## config.mk

```make
export PLATFORM = sky130hd
export DESIGN_NAME = hub75_rx
export DESIGN_NICKNAME = d
export VERILOG_FILES = /design/src/rtl/hub75_rx.sv
export SDC_FILE = /design/constraint.sdc
export NUM_CORES = 1
export LEC_CHECK = 0
export CAP_MARGIN = 20
export CORE_UTILIZATION = 45
export DETAILED_ROUTE_END_ITERATION = 12
export SYNTH_ARGS = -nofsm -noshare
export SYNTH_HDL_FRONTEND = slang
export SYNTH_SLANG_ARGS = --single-unit
```

## constraint.sdc

```tcl
create_clock -name clk30 -period 4.51 [get_ports clk30]
set_input_delay 1.1275 -clock clk30 [delete_from_list [all_inputs] [get_ports clk30]]
set_output_delay 1.1275 -clock clk30 [all_outputs]
set_load 0.005 [all_outputs]
```

## src/rtl/hub75_rx.sv

```systemverilog
// HUB75 panel-side receiver: resynchronises the panel pins, rebuilds each latched
// row pair and replays it as a pixel write stream, with sticky protocol-error flags.
module hub75_rx #(
  parameter int WIDTH     = 64,
  parameter int ADDR_BITS = 5
) (
  input  logic                      clk30,
  input  logic                      reset,
  input  logic [2:0]                hub_rgb0,
  input  logic [2:0]                hub_rgb1,
  input  logic [ADDR_BITS-1:0]      hub_addr,
  input  logic                      hub_blank,
  input  logic                      hub_latch,
  input  logic                      hub_sclk,
  input  logic                      err_clr,
  output logic                      wr_en,
  output logic [$clog2(WIDTH)-1:0]  wr_x,
  output logic [ADDR_BITS:0]        wr_y,
  output logic [2:0]                wr_rgb,
  output logic                      frame_done,
  output logic                      err_count,
  output logic                      err_overrun,
  output logic                      err_unblanked
);
  localparam int XW = $clog2(WIDTH);
  localparam int CW = XW + 1;
  localparam int PW = ADDR_BITS + 9;
  localparam logic [CW-1:0] LAST = CW'(2 * WIDTH - 1);

  typedef enum logic {S_IDLE, S_DUMP} state_t;

  logic [PW-1:0]        r_s1, r_s2;
  logic [1:0]           r_s3;
  logic [1:0]           r_mask;
  logic [CW-1:0]        r_cnt, r_idx;
  logic [2:0]           r_sh0 [WIDTH];
  logic [2:0]           r_sh1 [WIDTH];
  logic [2:0]           r_hold0 [WIDTH];
  logic [2:0]           r_hold1 [WIDTH];
  logic [ADDR_BITS-1:0] r_addr;
  state_t               r_state;
  logic                 r_wr_en, r_frame_done;
  logic [XW-1:0]        r_wr_x;
  logic [ADDR_BITS:0]   r_wr_y;
  logic [2:0]           r_wr_rgb;
  logic                 r_err_count, r_err_overrun, r_err_unblanked;

  logic [PW-1:0]        w_pins;
  logic [2:0]           w_rgb0, w_rgb1;
  logic [ADDR_BITS-1:0] w_addr;
  logic                 w_blank, w_sclk_rise, w_latch_rise;
  logic [CW-1:0]        w_cnt_nxt;
  logic [2:0]           w_sh0_nxt [WIDTH];
  logic [2:0]           w_sh1_nxt [WIDTH];
  logic                 w_lower;
  logic [XW-1:0]        w_col, w_pos;
  logic [2:0]           w_dump_rgb;

  // Stage p0/p1: two-flop synchroniser; stage p2 exists only for edge detection
  assign w_pins  = {hub_rgb0, hub_rgb1, hub_addr, hub_blank, hub_latch, hub_sclk};
  assign w_rgb0  = r_s2[PW-1 -: 3];
  assign w_rgb1  = r_s2[PW-4 -: 3];
  assign w_addr  = r_s2[3 +: ADDR_BITS];
  assign w_blank = r_s2[2];
  // The mask hides the rise a pin that was already high would fake after reset
  assign w_sclk_rise  = r_s2[0] & ~r_s3[0] & (r_mask == 2'd0);
  assign w_latch_rise = r_s2[1] & ~r_s3[1] & (r_mask == 2'd0);

  assign w_cnt_nxt = (w_sclk_rise && r_cnt != LAST) ? r_cnt + CW'(1) : r_cnt;

  // Shift happens before a coincident latch copy, so the copy sees the new pixel
  always_comb begin
    w_sh0_nxt = r_sh0;
    w_sh1_nxt = r_sh1;
    if (w_sclk_rise) begin
      w_sh0_nxt[0] = w_rgb0;
      w_sh1_nxt[0] = w_rgb1;
      for (int i = 1; i < WIDTH; i++) begin
        w_sh0_nxt[i] = r_sh0[i-1];
        w_sh1_nxt[i] = r_sh1[i-1];
      end
    end
  end

  // Column 0 is the deepest entry, so column c lives at WIDTH-1-c
  assign w_lower    = (r_idx < CW'(WIDTH));
  assign w_col      = w_lower ? r_idx[XW-1:0] : XW'(r_idx - CW'(WIDTH));
  assign w_pos      = XW'(WIDTH - 1) - w_col;
  assign w_dump_rgb = w_lower ? r_hold0[w_pos] : r_hold1[w_pos];

  always_ff @(posedge clk30) begin
    if (reset) begin
      r_s1            <= '0;
      r_s2            <= '0;
      r_s3            <= '0;
      r_mask          <= 2'd3;
      r_cnt           <= '0;
      r_idx           <= '0;
      r_sh0           <= '{default: '0};
      r_sh1           <= '{default: '0};
      r_hold0         <= '{default: '0};
      r_hold1         <= '{default: '0};
      r_addr          <= '0;
      r_state         <= S_IDLE;
      r_wr_en         <= 1'b0;
      r_wr_x          <= '0;
      r_wr_y          <= '0;
      r_wr_rgb        <= '0;
      r_frame_done    <= 1'b0;
      r_err_count     <= 1'b0;
      r_err_overrun   <= 1'b0;
      r_err_unblanked <= 1'b0;
    end else begin
      r_s1 <= w_pins;
      r_s2 <= r_s1;
      r_s3 <= r_s2[1:0];
      if (r_mask != 2'd0) r_mask <= r_mask - 2'd1;

      r_sh0 <= w_sh0_nxt;
      r_sh1 <= w_sh1_nxt;
      r_cnt <= w_latch_rise ? '0 : w_cnt_nxt;

      // A set event outranks a simultaneous clear
      r_err_count     <= (r_err_count & ~err_clr) | (w_latch_rise && w_cnt_nxt != CW'(WIDTH));
      r_err_unblanked <= (r_err_unblanked & ~err_clr) | (w_latch_rise && !w_blank);
      r_err_overrun   <= (r_err_overrun & ~err_clr) | (w_latch_rise && r_state == S_DUMP);

      case (r_state)
        S_IDLE: begin
          r_wr_en      <= 1'b0;
          r_frame_done <= 1'b0;
          if (w_latch_rise) begin
            r_hold0  <= w_sh0_nxt;
            r_hold1  <= w_sh1_nxt;
            r_addr   <= w_addr;
            r_state  <= S_DUMP;
            r_idx    <= CW'(1);
            // Write 0 goes out immediately so the stream starts right after detect
            r_wr_en  <= 1'b1;
            r_wr_x   <= '0;
            r_wr_y   <= {1'b0, w_addr};
            r_wr_rgb <= w_sh0_nxt[WIDTH-1];
          end
        end
        S_DUMP: begin
          r_wr_en      <= 1'b1;
          r_wr_x       <= w_col;
          r_wr_y       <= {~w_lower, r_addr};
          r_wr_rgb     <= w_dump_rgb;
          r_frame_done <= (r_idx == LAST) && (&r_addr);
          r_idx        <= r_idx + CW'(1);
          if (r_idx == LAST) r_state <= S_IDLE;
        end
        default: r_state <= S_IDLE;
      endcase
    end
  end

  assign wr_en         = r_wr_en;
  assign wr_x          = r_wr_x;
  assign wr_y          = r_wr_y;
  assign wr_rgb        = r_wr_rgb;
  assign frame_done    = r_frame_done;
  assign err_count     = r_err_count;
  assign err_overrun   = r_err_overrun;
  assign err_unblanked = r_err_unblanked;
endmodule

```

==> results.toml <==
[synth]
synth-seq-cells = 840
synth_flop_cell = "dfxtp_1"
syn_avg_cell_area_um2 = 9.761
synth_edf_count = 0
ys_seq_area_share_pct = 55.41
synth.distinct_cells = 59
async_reset_ff_share_pct = 0
netlist_instances = 3109
synth_warnings = 0
syn_nets = 3129
syn_area_um2 = 30350

[clock_network]
numCtsBuffers = 86
cts_tree = "done"
cts_resized = 0
root_buffer = "clkbuf_16"
path_clk_slew_ns = 0.06
insertion_delay_ns = 0.63
post-cts-setup-buffer-count = 0
cts_sinks = 840
clock_path_buffers = 3
ctsHoldBuffers = 0
cts_max_level = 3

[floorplan]
start_util_pct = 45.83
ios = 37
core_area_um2 = 66220
dieWidth_um = 261.7
die-height_um = 261.7
num_rows = 94
design.die.area_um2 = 68480

[worst_setup_path]
critPathRequiredTime_ns = 5.06
r2r_slack_ns = 1.61
cp.arrival_ns = 3.45
critPathLaunchType = "register"
r2r-end = "wr_rgb[1]"
r2r_cells = 8
crit_type = "reg -> reg"
r2r_start = "r_idx[0]"
cp_max_fo = 26
end_kind = "register"

[min_path]
hold_depth = 2
hp-start = "r_s2[7]"
hp-class = "reg -> reg"
hold_path_end = "r_addr[4]"

[route]
avgViaCountPerCell = 5.644
firstDrtPassIters = 7
wl_mm = 70.52
avgRoutedWirePerCell_um = 17.94
via_count = 22180
drt_iter0_markers = 1822
antenna_left = 0
drcViolationCount = 0

[timing]
slew_headroom_pct = 8.581
rsz0062_at_grt = "false"
report.final.hold_viol_count = 0
max_freq_ghz = 0.3446
final_max_slew_viol_count = 0
post-route-period-util_pct = 64.35
layout_setup_ws_ns = 1.608
setup_viol = 0
worstMarginPinSlew_ns = 1.371
skew_ns = 0.02525
fin_hold_ws_ns = 0.4329
fin_tns_setup_ns = 0
final.min_clock_period_ns = 2.902

[grt]
grt-ovfl-total = 0
grt_usage_pct = 20.57
grt_use_met1_pct = 28.11
gr-max-usage-layer = "met2"
grt_pass1_vias = 21770
grtUsageMet2_pct = 33.81
grt_max_degree = 231
use_met3_pct = 3.086
grt_pass1_wl_mm = 115.0
antenna_found_initial = 0

[placed_design]
dp_hpwl_mm = 39.51
place_ws_ns = 1.436
portBuffers = 36
globalplace.congestion = 0.7623
placed_cell_area_um2 = 31160

[pwr]
p_leak_nw = 13.92
power_mw = 15.24
cellPowerDensity_nw_per_um2 = 446.5
ir_drop_mv = 0.2242

[cells_and_area]
nNetsFinal = 3023
diodes = 0
drive_gt1_share_pct = 8.578
area_delta_synth_final_pct = 12.51
stdcell_area_um2 = 34140
num-fill-cells = 5875

[flow_run]
max_cap_viol_count = 0

[outcome]
status = "finished, final reports clean"
[report_power, final]
part           internal (mW)  switching [mW]  leakage [nW]
clock                   4.44            2.87          1.45
sequential              7.50          0.0446          6.78
combinational          0.143           0.253          5.70
total                   12.1            3.16          13.9
[layout make-up]
class | count | area (um^2) | area share (%)
Sequential cell | 840 | 16830 | 49.28
Multi-Input combinational cell | 1994 | 12400 | 36.32
Tap cell | 864 | 1081 | 3.166
Inverter | 5 | 18.77 | 0.05497
Timing Repair Buffer | 76 | 860.8 | 2.521
Clock buffer | 130 | 2644 | 7.744
Clock inverter | 21 | 310.3 | 0.9089
[worst max-delay path: stages (launching register included)]
cell and delay, ns:
dfxtp_4 0.74, buf_4 0.31, buf_4 0.31, nor2_1 0.14
a2bb2o_1 0.28, a2111oi_0 0.57, a211o_1 0.26, a211oi_2 0.09
o22ai_1 0.13
[metrics by stage]
stage / utilization (%) / std cells
after floorplan: - / 3109
after global placement: 47.06 / 3778
after detailed placement: 47.06 / 3778
after CTS: 51.52 / 3929
after global routing: 51.56 / 3930
final: 51.56 / 3930
[sequential cells by signal, indices dropped and copies added (netlist names)]
register and flops:
r_s2 14, wr_rgb 3, r_cnt 7, r_idx 7, r_mask 2, r_s3 2
wr_y 6, frame_done 1, err_overrun 1, wr_en 1, wr_x 6, r_addr 5
r_state 1, r_hold1 192, r_s1 14, r_hold0 192, err_count 1, err_unblanked 1
r_sh0 192, r_sh1 192
[how the worst max path moves through the flow]
stage                        end      from  slack [ns]
global route           wr_rgb[1]  r_idx[0]        1.40
global placement     r_hold0[96]     reset        1.49
finish                 wr_rgb[1]  r_idx[0]        1.61
CTS                    wr_rgb[1]  r_idx[0]        1.56
floorplan           r_hold0[100]     reset        2.06
detailed placement  r_hold1[154]     reset        1.44
[Yosys cell counts (3+ instances only)]
cell | number | area [um^2]
a2111oi_0 | 4 | 35.03
a211oi_1 | 12 | 90.09
a21o_1 | 3 | 22.52
a21oi_1 | 422 | 2112
a221oi_1 | 8 | 70.07
a22oi_1 | 7 | 52.55
a31oi_1 | 3 | 18.77
and2_1 | 5 | 31.28
and3_1 | 5 | 31.28
buf_1 | 19 | 71.32
buf_2 | 24 | 120.1
buf_4 | 11 | 82.58
buf_6 | 5 | 56.30
clkbuf_1 | 210 | 788.3
dfxtp_1 | 840 | 16820
ha_1 | 3 | 37.54
inv_1 | 5 | 18.77
mux2_2 | 5 | 56.30
mux2i_1 | 46 | 460.4
mux4_1 | 8 | 210.2
mux4_2 | 71 | 1599
nand2_1 | 813 | 3052
nand2b_1 | 11 | 68.82
nand3_1 | 11 | 55.05
nand3b_1 | 5 | 37.54
nand4_1 | 6 | 37.54
nor2_1 | 55 | 206.5
nor2b_1 | 41 | 256.5
nor3_1 | 9 | 45.04
nor4_1 | 5 | 31.28
o211ai_1 | 4 | 30.03
o21ai_0 | 9 | 45.04
o22a_1 | 381 | 3337
o22ai_1 | 6 | 37.54
xor2_1 | 4 | 35.03
[placed cells by master (no fill, tap or decap), types with 6 or more instances in the layout]
cell             count
mux2i_1             46
buf_12              14
a221oi_1             8
nand4_1              6
clkinv_2             8
a211oi_1            12
nand3_1             11
nor2_1              52
o22a_1             381
a21oi_1            422
o22ai_1              6
bufinv_16            7
a22oi_1              7
mux4_1               8
nor2b_1             41
buf_4               25
clkdlybuf4s50_1     35
nor3_1               9
o21ai_0              9
mux4_2              71
clkbuf_1            17
clkbuf_8            22
nand2b_1            11
clkbuf_16           91
dfxtp_1            836
nand2_1            813
[layer usage]
layer	wire, um	vias up	part of all wire, %
met5	0	-	0
met4	1054	0	1.5
met3	3132	67	4.4
met2	33160	458	47
met1	33170	10930	47
li1	-	10730	-
[kinds of logic (layout without fill, tap and decap cells)]
kind of cell / after synthesis / count (layout) / share of synthesized area (%)
AND/OR/NAND/NOR: 978 / 978 / 13.00
flip-flops: 840 / 840 / 55.41
adder cells (fa/ha/maj): 3 / 3 / 0.1237
multiplexers: 130 / 130 / 7.665
buffers and inverters: 275 / 232 / 3.797
XOR/XNOR: 6 / 6 / 0.1732
AO/OA/AOI/OAI: 877 / 877 / 19.83
Power figures use the tool's default switching activity.
